$ cat config.mk
export PLATFORM = sky130hd
export DESIGN_NAME = interlock_card_gen
export DESIGN_NICKNAME = d
export VERILOG_FILES = /design/src/rtl/interlock_pkg.sv /design/src/rtl/fault_channel.sv /design/src/rtl/interlock_card_gen.sv
export SDC_FILE = /design/constraint.sdc
export NUM_CORES = 1
export LEC_CHECK = 0
export ABC_AREA = 1
export CORE_ASPECT_RATIO = 1.2
export CORE_MARGIN = 3
export CORE_UTILIZATION = 50
export CTS_CLUSTER_SIZE = 24
export DETAILED_ROUTE_END_ITERATION = 7
export PLACE_DENSITY = 0.78
export RECOVER_POWER = 50
export SLEW_MARGIN = 20
export SYNTH_ARGS = -nofsm -noshare
export SYNTH_HDL_FRONTEND = slang
export SYNTH_SLANG_ARGS = --single-unit
$ cat constraint.sdc
create_clock -name clk -period 2.9 [get_ports clk]
set_input_delay 0.58 -clock clk [delete_from_list [all_inputs] [get_ports clk]]
set_output_delay 0.58 -clock clk [all_outputs]
set_load 0.005 [all_outputs]
$ cat src/rtl/interlock_pkg.sv
// Shared types and defaults for the parametrised PS interlock card.
package interlock_pkg;

  typedef enum logic [2:0] {
    IDLE   = 3'd0,
    ARMING = 3'd1,
    WARMUP = 3'd2,
    READY  = 3'd3,
    TRIP   = 3'd4
  } state_t;

  localparam int DEF_PERMIT_DLY = 256;
  localparam int DEF_READY_DLY  = 3840;
  localparam int DEF_DEB_TICKS  = 4;
  localparam int SYNC_DEPTH     = 2;

endpackage

$ cat src/rtl/fault_channel.sv
// One fault channel: input synchroniser, tick-based debounce and ack-cleared latch.
module fault_channel
  import interlock_pkg::*;
#(
  parameter int DEB_TICKS = DEF_DEB_TICKS
) (
  input  logic clk,
  input  logic reset,
  input  logic tick,
  input  logic fault_raw,
  input  logic mask,
  input  logic ack_s,
  output logic latched,
  output logic set_pulse
);

  logic [SYNC_DEPTH-1:0] sync_q;
  logic                  fault_s;
  logic [3:0]            deb_cnt;
  logic                  valid;

  assign fault_s   = sync_q[SYNC_DEPTH-1];
  assign valid     = (deb_cnt == 4'(DEB_TICKS));
  assign set_pulse = valid & ~mask;

  always_ff @(posedge clk or negedge reset) begin
    if (!reset) begin
      sync_q  <= '0;
      deb_cnt <= '0;
      latched <= 1'b0;
    end else begin
      sync_q <= {sync_q[SYNC_DEPTH-2:0], fault_raw};
      if (!fault_s)
        deb_cnt <= '0;
      else if (tick && !valid)
        deb_cnt <= deb_cnt + 4'd1;
      // a fresh set always wins over a concurrent acknowledge
      if (set_pulse)
        latched <= 1'b1;
      else if (ack_s && !fault_s)
        latched <= 1'b0;
    end
  end

endmodule

$ cat src/rtl/interlock_card_gen.sv
// PS interlock card: per-channel fault latching, first-fault capture and the
// IDLE/ARMING/WARMUP/READY/TRIP start-up sequencer with registered indicator outputs.
module interlock_card_gen
  import interlock_pkg::*;
#(
  parameter int N_CH       = 8,
  parameter int CNT_W      = 16,
  parameter int PERMIT_DLY = DEF_PERMIT_DLY,
  parameter int READY_DLY  = DEF_READY_DLY,
  parameter int DEB_TICKS  = DEF_DEB_TICKS,
  localparam int FF_W      = (N_CH > 1) ? $clog2(N_CH) : 1
) (
  input  logic            clk,
  input  logic            reset,
  input  logic            tick,
  input  logic [N_CH-1:0] fault_in,
  input  logic [N_CH-1:0] fault_mask,
  input  logic            ack,
  input  logic            ps_request,
  input  logic            fan_on,
  input  logic            g1_not_ok,
  input  logic            i_high,
  input  logic            u_low,
  output logic            not_alarm,
  output logic [N_CH-1:0] fault_latched,
  output logic [FF_W-1:0] first_fault,
  output logic            first_valid,
  output logic            permit,
  output logic            ps_delay,
  output logic            not_ps_ok,
  output logic            i_high_n,
  output logic            u_low_n,
  output logic [2:0]      state_o
);

  if (CNT_W < 1 || CNT_W > 32) begin : g_bad_cnt_w
    $error("CNT_W must be 1..32");
  end
  if (longint'(PERMIT_DLY) >= (longint'(1) << CNT_W) || PERMIT_DLY < 0) begin : g_bad_permit
    $error("PERMIT_DLY does not fit in CNT_W bits");
  end
  if (longint'(READY_DLY) >= (longint'(1) << CNT_W) || READY_DLY < 0) begin : g_bad_ready
    $error("READY_DLY does not fit in CNT_W bits");
  end
  if (DEB_TICKS < 1 || DEB_TICKS > 15) begin : g_bad_deb
    $error("DEB_TICKS must be 1..15");
  end

  logic [4:0] ctl_sync [SYNC_DEPTH];
  logic       ack_s, u_low_s, i_high_s, g1_s, fan_on_s;

  always_ff @(posedge clk or negedge reset) begin
    if (!reset) begin
      for (int i = 0; i < SYNC_DEPTH; i++) ctl_sync[i] <= '0;
    end else begin
      ctl_sync[0] <= {ack, u_low, i_high, g1_not_ok, fan_on};
      for (int i = 1; i < SYNC_DEPTH; i++) ctl_sync[i] <= ctl_sync[i-1];
    end
  end

  assign {ack_s, u_low_s, i_high_s, g1_s, fan_on_s} = ctl_sync[SYNC_DEPTH-1];

  logic [N_CH-1:0] set_vec;

  for (genvar c = 0; c < N_CH; c++) begin : g_ch
    fault_channel #(.DEB_TICKS(DEB_TICKS)) u_ch (
      .clk       (clk),
      .reset     (reset),
      .tick      (tick),
      .fault_raw (fault_in[c]),
      .mask      (fault_mask[c]),
      .ack_s     (ack_s),
      .latched   (fault_latched[c]),
      .set_pulse (set_vec[c])
    );
  end

  logic [FF_W-1:0] first_idx;

  always_comb begin
    first_idx = '0;
    for (int i = N_CH - 1; i >= 0; i--)
      if (set_vec[i]) first_idx = FF_W'(i);
  end

  always_ff @(posedge clk or negedge reset) begin
    if (!reset) begin
      first_fault <= '0;
      first_valid <= 1'b0;
    end else if (|set_vec && !(|fault_latched)) begin
      first_fault <= first_idx;
      first_valid <= 1'b1;
    end else if (!(|fault_latched)) begin
      first_valid <= 1'b0;
    end
  end

  // a masked channel that is still latched no longer raises the alarm
  assign not_alarm = ~|(fault_latched & ~fault_mask);
  assign permit    = not_alarm & ~fan_on_s & ~g1_s;

  state_t             state, state_nxt;
  logic [CNT_W-1:0]   cnt, cnt_nxt, cnt_inc;

  always_ff @(posedge clk or negedge reset) begin
    if (!reset) begin
      state <= IDLE;
      cnt   <= '0;
    end else begin
      state <= state_nxt;
      cnt   <= cnt_nxt;
    end
  end

  assign cnt_inc = cnt + CNT_W'(tick);

  always_comb begin
    state_nxt = state;
    cnt_nxt   = cnt;
    case (state)
      IDLE: begin
        if (ps_request && permit) begin
          state_nxt = ARMING;
          cnt_nxt   = '0;
        end
      end
      ARMING: begin
        cnt_nxt = '0;
        if (!ps_request)                         state_nxt = IDLE;
        else if (!permit)                        state_nxt = TRIP;
        else if (cnt_inc == CNT_W'(PERMIT_DLY))  state_nxt = WARMUP;
        else                                     cnt_nxt   = cnt_inc;
      end
      WARMUP: begin
        cnt_nxt = '0;
        if (!ps_request)                         state_nxt = IDLE;
        else if (!permit)                        state_nxt = TRIP;
        else if (cnt_inc == CNT_W'(READY_DLY))   state_nxt = READY;
        else                                     cnt_nxt   = cnt_inc;
      end
      READY: begin
        if (!ps_request)  state_nxt = IDLE;
        else if (!permit) state_nxt = TRIP;
      end
      TRIP: begin
        if (!ps_request && not_alarm) state_nxt = IDLE;
      end
      default: begin
        state_nxt = IDLE;
        cnt_nxt   = '0;
      end
    endcase
  end

  logic ps_delay_d, not_ps_ok_d, i_high_n_d, u_low_n_d, powered;

  always_comb begin
    powered     = (state == WARMUP) || (state == READY);
    ps_delay_d  = (state == READY);
    not_ps_ok_d = (state != READY);
    i_high_n_d  = ~(i_high_s & powered);
    u_low_n_d   = ~(u_low_s & powered);
  end

  always_ff @(posedge clk or negedge reset) begin
    if (!reset) begin
      ps_delay  <= 1'b0;
      not_ps_ok <= 1'b1;
      i_high_n  <= 1'b1;
      u_low_n   <= 1'b1;
    end else begin
      ps_delay  <= ps_delay_d;
      not_ps_ok <= not_ps_ok_d;
      i_high_n  <= i_high_n_d;
      u_low_n   <= u_low_n_d;
    end
  end

  assign state_o = state;

endmodule

==> metrics <==
status finished with violations; violated checks max-capacitance violations, max-slew violations; Slew HR -34.4%; startpoint class of the critical path input port; Final Non-Filler Cells 725; Leak 2.60 nW; Top Layer Used met4; Worst R2R Start cnt[0]; # resized after CTS 0; PortBufs 45; Syn Area/Cell 8.26 µm²; final setup vio count 0; Unique masters post-synth 33; Logic pwr share 18.6%; Pwr per Cell Area 536 nW/µm²; fin crit period 2.74 ns; clock slew at reported path FFs 0.08 ns; commonest non-fill, non-tap cell in the layout nand2_1; critical path data arrival time 2.16 ns; Tcrit/Tclk final 94.5%; Worst Path Required 2.32 ns; Most common cell on crit path clkdlybuf4s50_1; internal power 2.00 mW; worst-path cell chain clkdlybuf4s50_1 > o22ai_1 > nor2_2 > and2_4 > nand2_1 > inv_1 > clkdlybuf4s50_1; commonest cells after routing, fill and taps aside nand2_1 (107), inv_1 (92), dfrtp_1 (90); CP Capture Type output port; Place WS -0.0677 ns; Critical Path Source fault_mask[4]; sequential area share after synthesis 51.1%; metal3 WL 379 µm; NetSw 0.853 mW; post-synthesis register bit count 93; Synth Area in Adders 4.94%; RSZ-0062 raised after global routing no; Pre-antenna DRT Iters 4; all-layer global routing usage 20.1%; first-pass GRT wire length 16500 µm; Simple-Gate Fraction of Synth Area 24.9%; post-CTS setup buffer count 0; # rows 37; mux contribution to synthesized area 0%; Clock Latency Late Sink 0.37 ns; final worst slack 0.158 ns; Max VDD drop 0.273 mV; Reg power frac 50.5%; Max stage delay on crit path 0.51 ns; CP endpoint permit; TritonCTS Buffers 9; DRT Wirelength 9500 µm; Root Driver clkbuf_8; CP delay by family, top buffers and inverters; Compound-Gate Fraction of Synth Area 9.24%; fillcell total 733; # hold bufs at CTS 0; post-route cell area 5320 µm²; chip height 111 µm; synth warn 0; die extent in x 93.2 µm; CTS tree yes; worst r2r path cells 15; Post-Synthesis Net Count 595; Hold Path Class reg -> reg; dpl hpwl 7200 µm; # diodes 0; main combinational cell family by area after synthesis simple AND/OR/NAND/NOR gates; layout cell share with drive strength beyond 1 6.09%; H-tree levels 3; DRT iter0 DRCs 181; DR WL met2 4910 µm; hold path start ctl_sync[6]; wire length on met1 3990 µm; drt drc 0; clock network fraction of design power 30.9%; cell at the slowest stage of the critical path clkdlybuf4s50_1; full die area 10300 µm²; Worst Path Buf+Inv 3; worst reg2reg endpoint cnt[2]; Worst path depth 7; Setup Crit Path Kind in -> out; final number of max-transition violations 39; sw frac 29.9%; Area Growth Syn to Fin 16.6%; DR WL/cell 13.1 µm; crit-path max FO 3; max_cap viols 1; XOR/XNOR Fraction of Synth Area 0.576%; clock skew 0.00908 ns; initial core utilization 52.1%; Top-Level Pins 46; DR vias/cell 5.15; Cells after Synth 552; Placer Congestion 0.904; post-synthesis cell area 4560 µm²; CTS Sinks 93; worst reg-to-reg setup slack 0.65 ns; grt ovf 0; core area 8750 µm²; dpl cell area 5120 µm²; Final Hold Viols 0; vias in the first global route 3726; via count 3734; Tightest Pin Transition 2.02 ns; number of nets with antenna violations after routing 0; Fmax achieved 365 MHz; Final nets 646; maximum number of pins on one net before global-route repair 39; dpl cells 709; CTS Buffer Depth 2; initial antenna violation count 0
cell families after synthesis:
group                    after synthesis
AO/OA/AOI/OAI                         81
buffers and inverters                102
XOR/XNOR                               3
flip-flops                            93
adder cells (fa/ha/maj)               18
AND/OR/NAND/NOR                      255
registers in the layout (all words and copies together), names as in the netlist:
signal and cells:
first_valid 1, not_ps_ok 1, ps_delay 1, g_ch.u_ch.latched 8
ctl_sync 9, u_low_n 1, i_high_n 1, g_ch.u_ch.sync_q 16
ack_s 1, state_o 3, cnt 16, g_ch.u_ch.deb_cnt 32
first_fault 3
power by group through the flow:
stage	Clock, mW	Sequential, mW	Combinational, mW
after floorplan	0	1.45	0.300
after global routing	0.958	1.45	0.600
final	0.881	1.44	0.530
after global placement	0	1.46	0.512
after CTS	0.904	1.44	0.536
after detailed placement	0	1.47	0.533
cell type report:
class	count	area (µm²)	share of cell area [%]
clock buffers	10	138	2.59
clock inverters	6	61.3	1.15
inverters	92	345	6.49
multi-input cells	357	1820	34.1
flip-flops and latches	93	2330	43.8
well taps	117	146	2.75
repair buffers	50	484	9.10
stage by stage:
step           util (%)  power, mW  setup TNS, ns  hold slack (ns)
2_1_floorplan         -       1.75              0            0.284
3_3_place_gp       58.5       1.97              0            0.331
3_5_place_dp       58.5       2.00         -0.632            0.337
4_1_cts            60.8       2.88              0            0.176
5_1_grt            60.8       3.01              0            0.365
6_report           60.8       2.85              0            0.353
per-layer routing:
layer	GRT usage, %	up-vias
met5	0	-
met4	8.21	0
met3	4.50	19
met2	34.4	68
met1	24.1	1787
li1	-	1860
synth_stat cells, drive strengths merged:
master / n / share of area [%]
nor4: 1 / 0.14
nor2: 64 / 5.6
and2: 1 / 0.14
o22ai: 3 / 0.41
dfrtp: 90 / 49
and3: 1 / 0.14
xnor2: 2 / 0.38
a21boi: 1 / 0.16
nand3: 52 / 5.8
nor3: 8 / 0.88
o31ai: 2 / 0.33
nand3b: 4 / 0.66
nand2: 111 / 9.7
xor2: 1 / 0.19
clkbuf: 1 / 0.082
dfstp: 3 / 1.7
a21oi: 17 / 1.9
buf: 9 / 1.6
o21a: 1 / 0.16
a211oi: 1 / 0.16
nor3b: 2 / 0.33
nand4: 10 / 1.4
or2: 1 / 0.14
o21ai: 56 / 6.1
ha: 18 / 4.9
inv: 92 / 7.6
how the worst min path moves through the flow:
stage                     end  slack [ns]  cells past startpoint
3_5_place_dp      ctl_sync[1]        0.34                      0
6_report          ctl_sync[1]        0.35                      0
2_1_floorplan           ack_s        0.28                      0
3_3_place_gp      ctl_sync[3]        0.33                      0
5_1_grt           ctl_sync[1]        0.36                      0
4_1_cts        first_fault[0]        0.18                      1
Note: power is estimated with default switching activity, not from simulation.
